<file path="config.mk">
export PLATFORM = sky130hd
export DESIGN_NAME = beep_melody_seq
export DESIGN_NICKNAME = d
export VERILOG_FILES = /design/src/rtl/beep_melody_seq.sv
export SDC_FILE = /design/constraint.sdc
export NUM_CORES = 1
export LEC_CHECK = 0
export ABC_AREA = 1
export CORE_MARGIN = 3
export CORE_UTILIZATION = 58
export DETAILED_ROUTE_END_ITERATION = 16
export PLACE_DENSITY = 0.8
export SETUP_SLACK_MARGIN = 0.4
export SYNTH_ARGS = -nofsm -noshare
export SYNTH_HDL_FRONTEND = slang
export SYNTH_SLANG_ARGS = --single-unit
</file>
<file path="constraint.sdc">
create_clock -name sys_clk -period 7.51 [get_ports sys_clk]
set_clock_uncertainty 0.2 [all_clocks]
set_input_delay 1.502 -clock sys_clk [delete_from_list [all_inputs] [get_ports sys_clk]]
set_output_delay 1.502 -clock sys_clk [all_outputs]
set_load 0.005 [all_outputs]
</file>
<file path="src/rtl/beep_melody_seq.sv">
`default_nettype none
// ============================================================================
//  Module   : beep_melody_seq
//  Purpose  : Steps through a fixed 8-note table, presenting a tone divider
//             and enable to the buzzer driver with a silent gap after each note.
//  Revision : 1.0 - initial release
// ============================================================================
module beep_melody_seq #(
    parameter int unsigned NOTE_TICKS = 32'd12_500_000,
    parameter int unsigned GAP_TICKS  = 32'd500_000
) (
    input  logic        sys_clk,
    input  logic        rst,
    input  logic        start,
    input  logic        stop,
    input  logic        loop_en,
    output logic [16:0] note_div,
    output logic        note_en,
    output logic [2:0]  note_idx,
    output logic        busy,
    output logic        done
);

    localparam logic [1:0]  c_st_idle = 2'd0;
    localparam logic [1:0]  c_st_tone = 2'd1;
    localparam logic [1:0]  c_st_gap  = 2'd2;

    localparam logic [31:0] c_tone1_last = 32'(NOTE_TICKS - 1);
    localparam logic [31:0] c_tone2_last = 32'(2 * NOTE_TICKS - 1);
    localparam logic [31:0] c_gap_last   = 32'(GAP_TICKS - 1);
    localparam logic [2:0]  c_last_idx   = 3'd7;

    // Half-period counts at 50 MHz; zero marks the REST entry.
    function automatic logic [16:0] f_div(input logic [2:0] idx);
        logic [16:0] v;
        case (idx)
            3'd0:    v = 17'd95420;
            3'd1:    v = 17'd85034;
            3'd2:    v = 17'd75758;
            3'd3:    v = 17'd71633;
            3'd4:    v = 17'd63776;
            3'd5:    v = 17'd56818;
            3'd6:    v = 17'd50607;
            default: v = 17'd0;
        endcase
        return v;
    endfunction

    logic [1:0]  r_state, w_state;
    logic [2:0]  r_idx,   w_idx;
    logic [31:0] r_cnt,   w_cnt;
    logic [16:0] r_div,   w_div;
    logic        r_en,    w_en;
    logic        r_busy,  w_busy;
    logic        r_done,  w_done;

    logic [31:0] w_term;
    logic        w_last;
    logic        w_load;
    logic [2:0]  w_load_idx;
    logic [16:0] w_load_div;

    // Only entry 4 (G) is a two-unit note.
    assign w_term = (r_state == c_st_gap) ? c_gap_last :
                    ((r_idx == 3'd4) ? c_tone2_last : c_tone1_last);
    assign w_last = (r_cnt == w_term);

    always_comb begin
        w_state    = r_state;
        w_idx      = r_idx;
        w_cnt      = r_cnt + 32'd1;
        w_div      = r_div;
        w_en       = r_en;
        w_busy     = r_busy;
        w_done     = 1'b0;
        w_load     = 1'b0;
        w_load_idx = 3'd0;
        w_load_div = 17'd0;

        if (stop) begin
            w_state = c_st_idle;
            w_idx   = 3'd0;
            w_cnt   = 32'd0;
            w_div   = 17'd0;
            w_en    = 1'b0;
            w_busy  = 1'b0;
        end else begin
            case (r_state)
                c_st_idle: begin
                    w_cnt = 32'd0;
                    if (start) begin
                        w_load     = 1'b1;
                        w_load_idx = 3'd0;
                    end
                end
                c_st_tone: begin
                    if (w_last) begin
                        w_state = c_st_gap;
                        w_en    = 1'b0;
                        w_cnt   = 32'd0;
                    end
                end
                c_st_gap: begin
                    if (w_last) begin
                        if (r_idx != c_last_idx) begin
                            w_load     = 1'b1;
                            w_load_idx = r_idx + 3'd1;
                        end else if (loop_en) begin
                            w_load     = 1'b1;
                            w_load_idx = 3'd0;
                        end else begin
                            w_state = c_st_idle;
                            w_idx   = 3'd0;
                            w_cnt   = 32'd0;
                            w_div   = 17'd0;
                            w_busy  = 1'b0;
                            w_done  = 1'b1;
                        end
                    end
                end
                default: begin
                    w_state = c_st_idle;
                    w_idx   = 3'd0;
                    w_cnt   = 32'd0;
                    w_div   = 17'd0;
                    w_en    = 1'b0;
                    w_busy  = 1'b0;
                end
            endcase

            if (w_load) begin
                w_load_div = f_div(w_load_idx);
                w_state    = c_st_tone;
                w_idx      = w_load_idx;
                w_cnt      = 32'd0;
                w_div      = w_load_div;
                w_en       = (w_load_div != 17'd0);
                w_busy     = 1'b1;
            end
        end
    end

    always_ff @(posedge sys_clk) begin
        if (rst) begin
            r_state <= c_st_idle;
            r_idx   <= 3'd0;
            r_cnt   <= 32'd0;
            r_div   <= 17'd0;
            r_en    <= 1'b0;
            r_busy  <= 1'b0;
            r_done  <= 1'b0;
        end else begin
            r_state <= w_state;
            r_idx   <= w_idx;
            r_cnt   <= w_cnt;
            r_div   <= w_div;
            r_en    <= w_en;
            r_busy  <= w_busy;
            r_done  <= w_done;
        end
    end

    assign note_div = r_div;
    assign note_en  = r_en;
    assign note_idx = r_idx;
    assign busy     = r_busy;
    assign done     = r_done;

endmodule
`default_nettype wire

</file>
==> metrics.log, run 1 <==
[metrics] post-synthesis average cell area: 6.43 sq um
[metrics] most frequent cell on the critical path: sky130_fd_sc_hd__inv_1
[metrics] simple-gate share of the synthesized area: 41.0%
[metrics] area grow syn2layout: 11.6%
[metrics] Hold WC Path Type: flop to flop
[metrics] most area-consuming cells after synthesis: sky130_fd_sc_hd__dfxtp_1 (33%), sky130_fd_sc_hd__nand2_1 (15%), sky130_fd_sc_hd__nor2_1 (6.7%)
[metrics] CP Class: flop to flop
[metrics] minimum period implied by the final worst setup slack: 3.96 ns
[metrics] number of filler instances in the final layout: 537
[metrics] number of nets in the finished design: 575
[metrics] I/O pin count: 28
[metrics] multiplexer fraction of the synthesized cell area: 0%
[metrics] die outline area: 7010 sq um
[metrics] dominant register cell in the synthesized netlist: sky130_fd_sc_hd__dfxtp_1
[metrics] clock root cell: sky130_fd_sc_hd__clkbuf_8
[metrics] number of slew-limit violations in the final report: 0
[metrics] data required time at the worst endpoint: 7.49 ns
[metrics] routed via count: 3,738
[metrics] synthesis-stage register bit count: 57
[metrics] global-route wire length before repair: 15.2 mm
[metrics] combined global-route utilization of all metal layers: 26.4%
[metrics] peak fanout along the critical path: 32
[metrics] crit share post-route: 52.7%
[metrics] post-CTS repair timing setup buffer count: 0
[metrics] Synth top area share: 32.6%
[metrics] aggregate global routing overflow: 0
[metrics] Synth Area in Adders: 3.21%
[metrics] total wire length: 8.98 mm
[metrics] combinational family with the most area after synthesis: simple AND/OR/NAND/NOR gates
[metrics] CTS buffer count: 9
[metrics] number of clock sinks seen by CTS: 57
[metrics] Reg clk slew, reported paths: 0.06 ns
[metrics] Hold Buf Count CTS: 0
[metrics] final setup violating endpoints: 0
[metrics] starting density of the core: 61.7%
[metrics] sequential cell area fraction in the yosys report: 32.6%
[metrics] worst-path cell chain: inv_1 > ha_1 > inv_2 > nand2_1 > inv_1 > nor2_1 > nand4_1 > nor2_4 > nand3_2 > nand2_2 > nor2_1 > inv_1 > nor3_1
[metrics] number of nets with antenna violations after detailed routing: 0
[metrics] number of iterations in the first detailed-routing pass: 5
[metrics] post-placement cell area: 3750 sq um
[metrics] worst slack on hold paths: 0.267 ns
[metrics] Ys Warns: 0
[metrics] Peak VDD IR: 0.118 mV
[metrics] port bufs: 27
[metrics] Clock Latency Late Sink: 0.34 ns
[metrics] drt drc: 0
[metrics] RSZ-0062 raised after global routing: no
[metrics] arrival time at the worst endpoint: 3.94 ns
[metrics] PnR worst setup slack: 3.55 ns
[metrics] area share of xor/xnor cells in the synthesized design: 5.25%
[metrics] routability congestion estimate from global placement: 0.917
[metrics] compound-cell area share of the yosys netlist: 8.29%
[metrics] post-synthesis cell type with the largest combined area: sky130_fd_sc_hd__dfxtp_1
[metrics] count of mapped cells out of synthesis: 545
[metrics] synth unique cells: 32
[metrics] Pwr Density: 148 nW/um^2
[metrics] wire length per cell after detailed routing: 14.1 microns
[metrics] total power consumption of the routed design: 0.580 mW
[metrics] Maximum Capacitance Violations: 0
[metrics] Worst-Margin Slew: 1.09 ns
[metrics] total number of H-tree levels: 3
[metrics] area of all placed cells without fillers: 3910 sq um
[metrics] number of DRC markers after the initial detailed-route iteration: 336
[metrics] normalized max-slew margin: 27.4%
[metrics] largest net degree at the start of global routing: 33
[metrics] max incr delay on CP: 0.76 ns
[metrics] horizontal die dimension: 83.7 microns
[metrics] Die H: 83.7 microns
[metrics] layout cell share with drive strength beyond 1: 4.78%
[metrics] Core Region: 5680 sq um
[metrics] Critical Path Sink Type: flop
[metrics] LEAKAGE: 1.39 nW
[metrics] share of async-settable or async-resettable flops after synthesis: 0%
[metrics] clk buf depth: 2
[metrics] antenna violations before repair: 0
[metrics] synthesized netlist net count: 559
[metrics] worst slack after detailed placement: 3.51 ns
[metrics] number of enable flip-flop cells after synthesis: 0
[metrics] crit path launch type: flop
[metrics] Std-Cell Rows: 27
[metrics] critical-path cell with the highest stage delay: sky130_fd_sc_hd__inv_1
[metrics] diode count: 0
[metrics] Achievable Freq: 253 MHz
[metrics] clock tree from TritonCTS: yes
[metrics] number of hold-slack violations in the final timing report: 0
[metrics] Final HPWL DP: 6.71 mm
[metrics] number of resized instances in the post-cts repair step: 0
[metrics] number of global-route vias before repair: 3,329
[metrics] outcome: finished, final reports clean
[metrics] setup_tns: 0 ns
[metrics] via density per instance: 5.87
[metrics] post-synthesis instance area: 3500 sq um
-- layer usage --
layer  wire length [microns]  track usage (%)  up-vias
met4                     170             9.36        0
met3                     754             5.23       20
met1                    4140             37.4     1748
li1                        -                -     1808
met5                       0                0        -
met2                    3920             39.8      162
-- power breakdown --
| part | internal, mW | switching (mW) |
|---|---|---|
| clock network | 0.126 | 0.118 |
| logic | 0.0116 | 0.0171 |
| registers | 0.306 | 0.00169 |
| total | 0.443 | 0.137 |
-- layout make-up --
class | instances | area, sq um | area share, %
timing repair buffer | 28 | 278 | 7.10
clock inverter | 3 | 17.5 | 0.448
clock buffer | 12 | 145 | 3.71
sequential | 57 | 1140 | 29.2
inverter | 57 | 214 | 5.47
multi-input combinational | 408 | 2020 | 51.8
tap | 72 | 90.1 | 2.30
-- synth_stat cells (2+ instances only) --
library cell / number
sky130_fd_sc_hd__o211ai_1: 3
sky130_fd_sc_hd__nand3_1: 39
sky130_fd_sc_hd__nand3_2: 3
sky130_fd_sc_hd__inv_2: 3
sky130_fd_sc_hd__o21ai_0: 19
sky130_fd_sc_hd__inv_1: 53
sky130_fd_sc_hd__o21ai_1: 3
sky130_fd_sc_hd__nor3_1: 40
sky130_fd_sc_hd__a21oi_1: 28
sky130_fd_sc_hd__and2_1: 3
sky130_fd_sc_hd__nand4_1: 15
sky130_fd_sc_hd__nor4_1: 12
sky130_fd_sc_hd__xnor2_1: 4
sky130_fd_sc_hd__buf_2: 14
sky130_fd_sc_hd__dfxtp_1: 57
sky130_fd_sc_hd__xor2_1: 17
sky130_fd_sc_hd__clkbuf_1: 5
sky130_fd_sc_hd__nand2_1: 139
sky130_fd_sc_hd__buf_6: 2
sky130_fd_sc_hd__nor2_1: 63
sky130_fd_sc_hd__nor2_2: 2
sky130_fd_sc_hd__nand2_2: 3
sky130_fd_sc_hd__ha_1: 9
-- worst max-delay path: cells and delay by family (launching register included) --
| family | cells | cell delay (ns) |
|---|---|---|
| DFF | 1 | 0.32 |
| and+or+nand+nor | 8 | 1.40 |
| adders and majority gates | 1 | 0.69 |
| buffers and inverters | 4 | 1.17 |
-- registers in the layout, indices dropped and copies added (netlist names) --
name / count
note_div: 17
busy: 1
note_en: 1
r_state: 2
note_idx: 3
r_cnt: 32
done: 1
-- layout by cell type (no fill, tap or decap), types with 2 or more instances in the layout --
cell | synthesis | routed
sky130_fd_sc_hd__nand2_1 | 139 | 139
sky130_fd_sc_hd__nor2_1 | 63 | 63
sky130_fd_sc_hd__dfxtp_1 | 57 | 57
sky130_fd_sc_hd__inv_1 | 53 | 53
sky130_fd_sc_hd__nor3_1 | 40 | 40
sky130_fd_sc_hd__nand3_1 | 39 | 39
sky130_fd_sc_hd__a21oi_1 | 28 | 28
sky130_fd_sc_hd__clkdlybuf4s50_1 | 0 | 27
sky130_fd_sc_hd__o21ai_0 | 19 | 19
sky130_fd_sc_hd__xor2_1 | 17 | 17
sky130_fd_sc_hd__nand4_1 | 15 | 15
sky130_fd_sc_hd__nor4_1 | 12 | 12
sky130_fd_sc_hd__clkbuf_8 | 0 | 10
sky130_fd_sc_hd__ha_1 | 9 | 9
sky130_fd_sc_hd__xnor2_1 | 4 | 4
sky130_fd_sc_hd__nand2_2 | 3 | 3
sky130_fd_sc_hd__inv_2 | 3 | 3
sky130_fd_sc_hd__nand3_2 | 3 | 3
sky130_fd_sc_hd__o21ai_1 | 3 | 3
sky130_fd_sc_hd__and2_1 | 3 | 3
sky130_fd_sc_hd__o211ai_1 | 3 | 3
sky130_fd_sc_hd__nor2_2 | 2 | 2
sky130_fd_sc_hd__clkbuf_1 | 5 | 2
sky130_fd_sc_hd__clkinv_2 | 0 | 2
-- cells by family (layout without fill, tap and decap cells) --
kind of cell             after synthesis  in the layout
AO/OA/AOI/OAI                         55             55
adder cells (fa/ha/maj)                9              9
AND/OR/NAND/NOR                      323            323
XOR/XNOR                              21             21
flip-flops                            57             57
buffers and inverters                 80            100
-- final timing paths --
kind | from | end | slack [ns] | cells after the start
setup / recovery | r_state[0] | r_cnt[24] | 3.55 | 13
hold / removal | note_div[14] | note_div[14] | 0.27 | 2
hold reg to reg | note_div[14] | note_div[14] | 0.27 | 2
setup reg to reg | r_state[0] | r_cnt[24] | 3.55 | 13
-- per-stage QoR --
stage / instances / util, %
final: 637 / 68.9
after global routing: 637 / 68.9
after CTS: 637 / 68.9
after detailed placement: 622 / 66.0
after global placement: 622 / 66.0
after floorplan: 545 / -
No activity file was read; power rests on OpenSTA's default activity.
==> inputs of run 2 (changes only) <==
==> constraint.sdc (replaced) <==
create_clock -name sys_clk -period 4 [get_ports sys_clk]
set_clock_uncertainty 0.2 [all_clocks]
set_input_delay 0.8 -clock sys_clk [delete_from_list [all_inputs] [get_ports sys_clk]]
set_output_delay 0.8 -clock sys_clk [all_outputs]
set_load 0.005 [all_outputs]
==> run 2 against run 1 <==
Net effect: global-route usage up 1.6 points; sequential power up 88%; worst hold slack worse by 0.0066 ns; final area up 1.6%; wire length up 4.4%; sequential share of layout area down 0.47 points; worst setup slack worse by 2.7 ns; maximum frequency up 24%.
==> metrics.log, run 2 (synthesized netlist as in run 1, its figures left out) <==
[metrics] post-placement cell area: 3780 sq um (+0.80%)
[metrics] peak fanout along the critical path: 7 (-78%)
[metrics] outcome: finished, final reports clean
[metrics] wire length per cell after detailed routing: 14.6 microns (+3.6%)
[metrics] Pwr Density: 294 nW/um^2 (+99%)
[metrics] routed via count: 3,640 (-2.6%)
[metrics] final setup violating endpoints: 0 (unchanged)
[metrics] setup_tns: 0 ns (unchanged)
[metrics] Final HPWL DP: 7.09 mm (+5.7%)
[metrics] most common cell after layout, fill and taps aside: sky130_fd_sc_hd__nand2_1
[metrics] Seq pwr share: 49.3% (-3.7 points)
[metrics] Net Sw Frac: 23.2% (-0.43 points)
[metrics] P_sw: 0.271 mW (+98%)
[metrics] most frequent cell on the critical path: sky130_fd_sc_hd__nand2_1
[metrics] number of DRC markers after the initial detailed-route iteration: 417 (+24%)
[metrics] max FFs per register: 32 (unchanged)
[metrics] Hold WC Path Type: flop to flop
[metrics] cell internal pwr: 0.899 mW (+100%)
[metrics] diode count: 0 (unchanged)
[metrics] share of power burned in the clock network: 45.9% (+3.9 points)
[metrics] area of all placed cells without fillers: 3970 sq um (+1.6%)
[metrics] via density per instance: 5.67 (-3.4%)
[metrics] routability congestion estimate from global placement: 1.01 (+10%)
[metrics] layout cell share with drive strength beyond 1: 5.79% (+1.0 points)
[metrics] Reg clk slew, reported paths: 0.07 ns (about the same)
[metrics] Std-Cell Rows: 27 (unchanged)
[metrics] crit path launch type: flop
[metrics] Worst-Margin Slew: 0.567 ns (-0.520 ns)
[metrics] critical-path cell with the highest stage delay: sky130_fd_sc_hd__dfxtp_1
[metrics] number of resized instances in the post-cts repair step: 0 (unchanged)
[metrics] number of filler instances in the final layout: 493 (-8.2%)
[metrics] aggregate global routing overflow: 0 (unchanged)
[metrics] GRT met2 Usage: 41.9% (+2.2 points)
[metrics] total power consumption of the routed design: 1.17 mW (+100%)
[metrics] Critical Path Sink Type: flop
[metrics] post-CTS repair timing setup buffer count: 0 (unchanged)
[metrics] number of nets with antenna violations after detailed routing: 0 (unchanged)
[metrics] Multi-input gate area: 2020 sq um (unchanged)
[metrics] clock root cell: sky130_fd_sc_hd__clkbuf_8
[metrics] horizontal die dimension: 83.7 microns (unchanged)
[metrics] Clock Latency Late Sink: 0.34 ns (about the same)
[metrics] PnR worst setup slack: 0.809 ns (-2.74 ns)
[metrics] CP Class: flop to flop
[metrics] minimum period implied by the final worst setup slack: 3.19 ns (-0.768 ns)
[metrics] area grow syn2layout: 13.4%
[metrics] antenna violations before repair: 0 (unchanged)
[metrics] busiest layer in global routing: met2
[metrics] Achievable Freq: 313 MHz (+24%)
[metrics] number of hold-slack violations in the final timing report: 0 (unchanged)
[metrics] clk buf depth: 2 (unchanged)
[metrics] Die H: 83.7 microns (unchanged)
[metrics] data required time at the worst endpoint: 4.03 ns (-3.46 ns)
[metrics] crit share post-route: 79.8% (+27 points)
[metrics] CTS buffer count: 9 (unchanged)
[metrics] starting density of the core: 61.7% (unchanged)
[metrics] met3 routing resource usage after global routing: 8.29% (+3.1 points)
[metrics] worst-path cell chain: inv_1 > ha_1 > nand2_2 > nand2_1 > nand2_1 > nand2_1 > nor2_1 > nand3_2 > nor2_4 > nand2_1 > ha_1 > inv_1 > o2111ai_1 > nand2_1 > nand3_1 > nand2_1 > a21oi_1
[metrics] most flop-heavy register: r_cnt
[metrics] largest net degree at the start of global routing: 33 (unchanged)
[metrics] commonest non-fill, non-tap cells in the layout: sky130_fd_sc_hd__nand2_1 (139), sky130_fd_sc_hd__nor2_1 (63), sky130_fd_sc_hd__dfxtp_1 (57), sky130_fd_sc_hd__inv_1 (53), sky130_fd_sc_hd__nor3_1 (40)
[metrics] Comb pwr share: 4.8% (-0.2 points)
[metrics] total wire length: 9.38 mm (+4.4%)
[metrics] clock tree from TritonCTS: yes
[metrics] normalized max-slew margin: 61.9% (+35 points)
[metrics] worst slack after detailed placement: 0.901 ns (-2.61 ns)
[metrics] number of iterations in the first detailed-routing pass: 5 (unchanged)
[metrics] Reg area: 1140 sq um (unchanged)
[metrics] met1 usage in global routing: 38.7% (+1.4 points)
[metrics] Buf+Inv Stages, Crit Path: 2 (-2)
[metrics] cell family with most CP delay: simple AND/OR/NAND/NOR gates
[metrics] number of global-route vias before repair: 3,395 (+2.0%)
[metrics] RSZ-0062 raised after global routing: no
[metrics] total number of H-tree levels: 3 (unchanged)
[metrics] number of slew-limit violations in the final report: 0 (unchanged)
[metrics] port bufs: 27 (unchanged)
[metrics] I/O pin count: 28 (unchanged)
[metrics] Peak VDD IR: 0.232 mV (+96%)
[metrics] final core occ: 70.0% (+1.1 points)
[metrics] LEAKAGE: 1.42 nW (+2.3%)
[metrics] Core Region: 5680 sq um (unchanged)
[metrics] number of clock sinks seen by CTS: 57 (unchanged)
[metrics] Hold Buf Count CTS: 0 (unchanged)
[metrics] global-route wire length before repair: 16.0 mm (+5.7%)
[metrics] Maximum Capacitance Violations: 0 (unchanged)
[metrics] max incr delay on CP: 0.45 ns (-0.31 ns)
[metrics] number of nets in the finished design: 579 (+0.70%)
[metrics] die outline area: 7010 sq um (unchanged)
[metrics] arrival time at the worst endpoint: 3.22 ns (-0.72 ns)
[metrics] combined global-route utilization of all metal layers: 28.0% (+1.6 points)
[metrics] drt drc: 0 (unchanged)
-- run 2: cell types whose count changed in the layout (fill, tap and decap cells not counted), sizes merged --
cell | previous run | this run
clkinvlp | 1 | 2
buf | 1 | 5
bufinv | 0 | 1
clkbuf | 12 | 11
-- run 2: per-layer routing --
metal	part of all wire [%]	up-vias	wire (microns)
met5	0	-	0
met4	1.1	0	106
met1	46	1653	4330
met3	9.0	11	843
met2	44	148	4100
li1	-	1828	-
-- run 2: power groups by stage --
stage / Sequential, mW / Combinational (mW) / Clock, mW
2_1_floorplan: 0.590 / 0.0338 / 0
3_3_place_gp: 0.590 / 0.0548 / 0
3_5_place_dp: 0.590 / 0.0556 / 0
4_1_cts: 0.577 / 0.0560 / 0.546
5_1_grt: 0.578 / 0.0612 / 0.573
6_report: 0.577 / 0.0561 / 0.537
-- run 2: worst paths after layout --
path                    start      endpoint  slack [ns]  cells past startpoint
hold / removal    note_div[3]   note_div[3]        0.26                      2
hold reg to reg   note_div[3]   note_div[3]        0.26                      2
setup reg to reg  note_idx[0]  note_div[10]        0.81                     17
setup / recovery  note_idx[0]  note_div[10]        0.81                     17
-- run 2: layout make-up --
cell class                      count  share of cell area, %
Timing Repair Buffer               32                   7.75
Sequential cell                    57                   28.7
Inverter                           57                   5.38
Multi-Input combinational cell    408                   50.9
Tap cell                           72                   2.27
Clock inverter                      5                   1.39
Clock buffer                       11                   3.56
-- run 2: worst reg2reg max path, delay by kind of cell, from the launching register on --
family | cells | cell delay [ns]
simple gates | 11 | 1.37
flops | 1 | 0.45
fa+ha+maj | 2 | 0.53
buf+inv | 2 | 0.27
compound gates | 2 | 0.26
-- run 2: through the flow --
step | hold WS, ns | cells
2_1_floorplan | 0.233 | 545
3_5_place_dp | 0.253 | 626
3_3_place_gp | 0.244 | 626
5_1_grt | 0.288 | 642
4_1_cts | 0.262 | 642
6_report | 0.260 | 642
==> RTL change (flow settings as in run 2) <==
Reset style: asynchronous (`rst`), changed in one clocked block.
--- a/src/rtl/beep_melody_seq.sv
+++ b/src/rtl/beep_melody_seq.sv
@@ -141,5 +141,5 @@
     end
 
-    always_ff @(posedge sys_clk) begin
+    always_ff @(posedge sys_clk or posedge rst) begin
         if (rst) begin
             r_state <= c_st_idle;
Behaviour: differs if rst is asserted again (counterexample within 4 cycles, from zero or initial values and one cycle with rst high); with rst held inactive, the same outputs for 10 cycles.
==> RTL change against run 2 <==
  * Combinational power increased by 61%
  * Design area increased by 2.0%
  * Core utilization increased by 1.4 points
  * Sequential cell count unchanged
  * Critical path depth increased by 1
  * Total power increased by 2.3%
  * Global-route usage decreased by 2.9 points
  * Routed wire length decreased by 11%
  * Area after synthesis increased by 0.32%
  * Worst setup slack got worse by 210 ps
  * Count of clock-buffer cells in the layout increased by 3
  * Critical path type unchanged
  * Largest power group unchanged
==> RTL change: results (changes against run 2) <==
<table>
<tr><th>Metric</th><th>Value</th></tr>
<tr><th colspan="2">Logic synthesis</th></tr>
<tr><td>Flip-flop cell with the highest count after synthesis</td><td>sky130_fd_sc_hd__dfrtp_1 (was sky130_fd_sc_hd__dfxtp_1)</td></tr>
<tr><td>Register area share after synthesis</td><td>40.6% (was 32.6%)</td></tr>
<tr><td>Synth Area in XOR/XNOR</td><td>4.73% (was 5.25%)</td></tr>
<tr><td>Post-synthesis share of cell area spent on full adders, half adders and majority gates</td><td>3.56% (was 3.21%)</td></tr>
<tr><td>Synth top cells by count</td><td>sky130_fd_sc_hd__nand2_1, sky130_fd_sc_hd__nor2_1, sky130_fd_sc_hd__inv_1 (was sky130_fd_sc_hd__nand2_1, sky130_fd_sc_hd__nor2_1, sky130_fd_sc_hd__dfxtp_1)</td></tr>
<tr><td>Net count after synthesis</td><td>495 (was 559)</td></tr>
<tr><td>Compound-cell area share of the yosys netlist</td><td>4.56% (was 8.29%)</td></tr>
<tr><td>Async SR Flop Fraction</td><td>100% (was 0%)</td></tr>
<tr><th colspan="2">Cells and area</th></tr>
<tr><td>NumNets Final</td><td>530 (was 579)</td></tr>
<tr><th colspan="2">Placement</th></tr>
<tr><td>RePlAce Congestion</td><td>0.903 (was 1.01)</td></tr>
<tr><td>Dpl cell area</td><td>3840 µm² (was 3780 µm²)</td></tr>
<tr><td>HPWL Detailed</td><td>6.11 mm (was 7.09 mm)</td></tr>
<tr><th colspan="2">Global routing</th></tr>
<tr><td>Number of global-route vias before repair</td><td>3,012 (was 3,395)</td></tr>
<tr><td>First-pass GRT wire length</td><td>14.2 mm (was 16.0 mm)</td></tr>
<tr><td>Pin count of the biggest net entering global routing</td><td>34 (was 33)</td></tr>
<tr><th colspan="2">Setup path</th></tr>
<tr><td>Bufs and invs on worst path</td><td>4 (was 2)</td></tr>
<tr><td>Maximum cell stage delay along the critical path</td><td>390 ps (was 450 ps)</td></tr>
<tr><td>Cell with the largest stage delay on the worst path</td><td>sky130_fd_sc_hd__dfrtp_1 (was sky130_fd_sc_hd__dfxtp_1)</td></tr>
<tr><th colspan="2">Route</th></tr>
<tr><td>1st-iter DRT viols</td><td>305 (was 417)</td></tr>
<tr><td>Vias</td><td>3,192 (was 3,640)</td></tr>
<tr><th colspan="2">Power and ir drop</th></tr>
<tr><td>Internal power</td><td>917 µW (was 899 µW)</td></tr>
<tr><td>Static leakage</td><td>1.81 nW (was 1.42 nW)</td></tr>
<tr><td>Sequential-cell power consumption</td><td>596 µW (was 577 µW)</td></tr>
<tr><td>Worst vdd ir</td><td>0.181 mV (was 0.232 mV)</td></tr>
<tr><th colspan="2">Timing</th></tr>
<tr><td>Actual slew at the worst max-slew pin</td><td>785 ps (was 567 ps)</td></tr>
<tr><th colspan="2">Status</th></tr>
<tr><td>Result of the run</td><td>finished, final reports clean (unchanged)</td></tr>
</table>
RTL change: cell count changes after synthesis, sizes merged, moves of 9 or more:
| cell | delta |
|---|---|
| nor3 | -16 |
| buf | -10 |
| dfrtp | +57 |
| nor2 | +9 |
| a21oi | -21 |
| dfxtp | -57 |
| nor4 | -10 |
RTL change: routing by layer:
| layer | wire [µm] | vias up | global-route usage [%] |
|---|---|---|---|
| met5 | 0 | - | 0 |
| met4 | 174 | 0 | 10.4 |
| met3 | 400 | 12 | 4.15 |
| met2 | 3790 | 100 | 40.1 |
| met1 | 3960 | 1483 | 34.0 |
| li1 | - | 1597 | - |
RTL change: cell families after synthesis:
logic type	after synthesis
flops	57
fa+ha+maj	10
simple gates	296
xor+xnor	19
buf+inv	69
compound gates	29
RTL change: final timing paths:
path,startpoint,end,slack (ps),depth (start not counted)
min reg2reg,r_cnt[0],r_cnt[0],260,1
min,r_cnt[0],r_cnt[0],260,1
max reg2reg,r_state[0],note_en,600,18
max,r_state[0],note_en,600,18
min in group asynchronous,rst,r_cnt[23],690,2
max in group asynchronous,rst,done,2220,3
RTL change: layout make-up:
type                    instances  area (µm²)
multi-input cells             354        1810
fillers                       469        1620
flip-flops and latches         57        1430
repair buffers                 31         300
inverters                      62         233
clock buffers                  14         183
well taps                      72        90.1
clock inverters                 2        10.0
RTL change: per-stage QoR:
stage	hold slack (ps)	setup WS [ps]	total power, mW	instances
2_1_floorplan	231	1310	0.654	480
3_3_place_gp	248	730	0.694	575
3_5_place_dp	256	672	0.696	575
4_1_cts	264	643	1.21	591
5_1_grt	285	335	1.24	592
6_report	262	602	1.20	592
RTL change: what timing repair did:
item | CTS | global route
setup buffers | 0 | 1
endpoints found under the hold margin | 0 | 0
resized for setup | 0 | 4
hold buffers | 0 | 0
setup endpoints to repair | 0 | 9
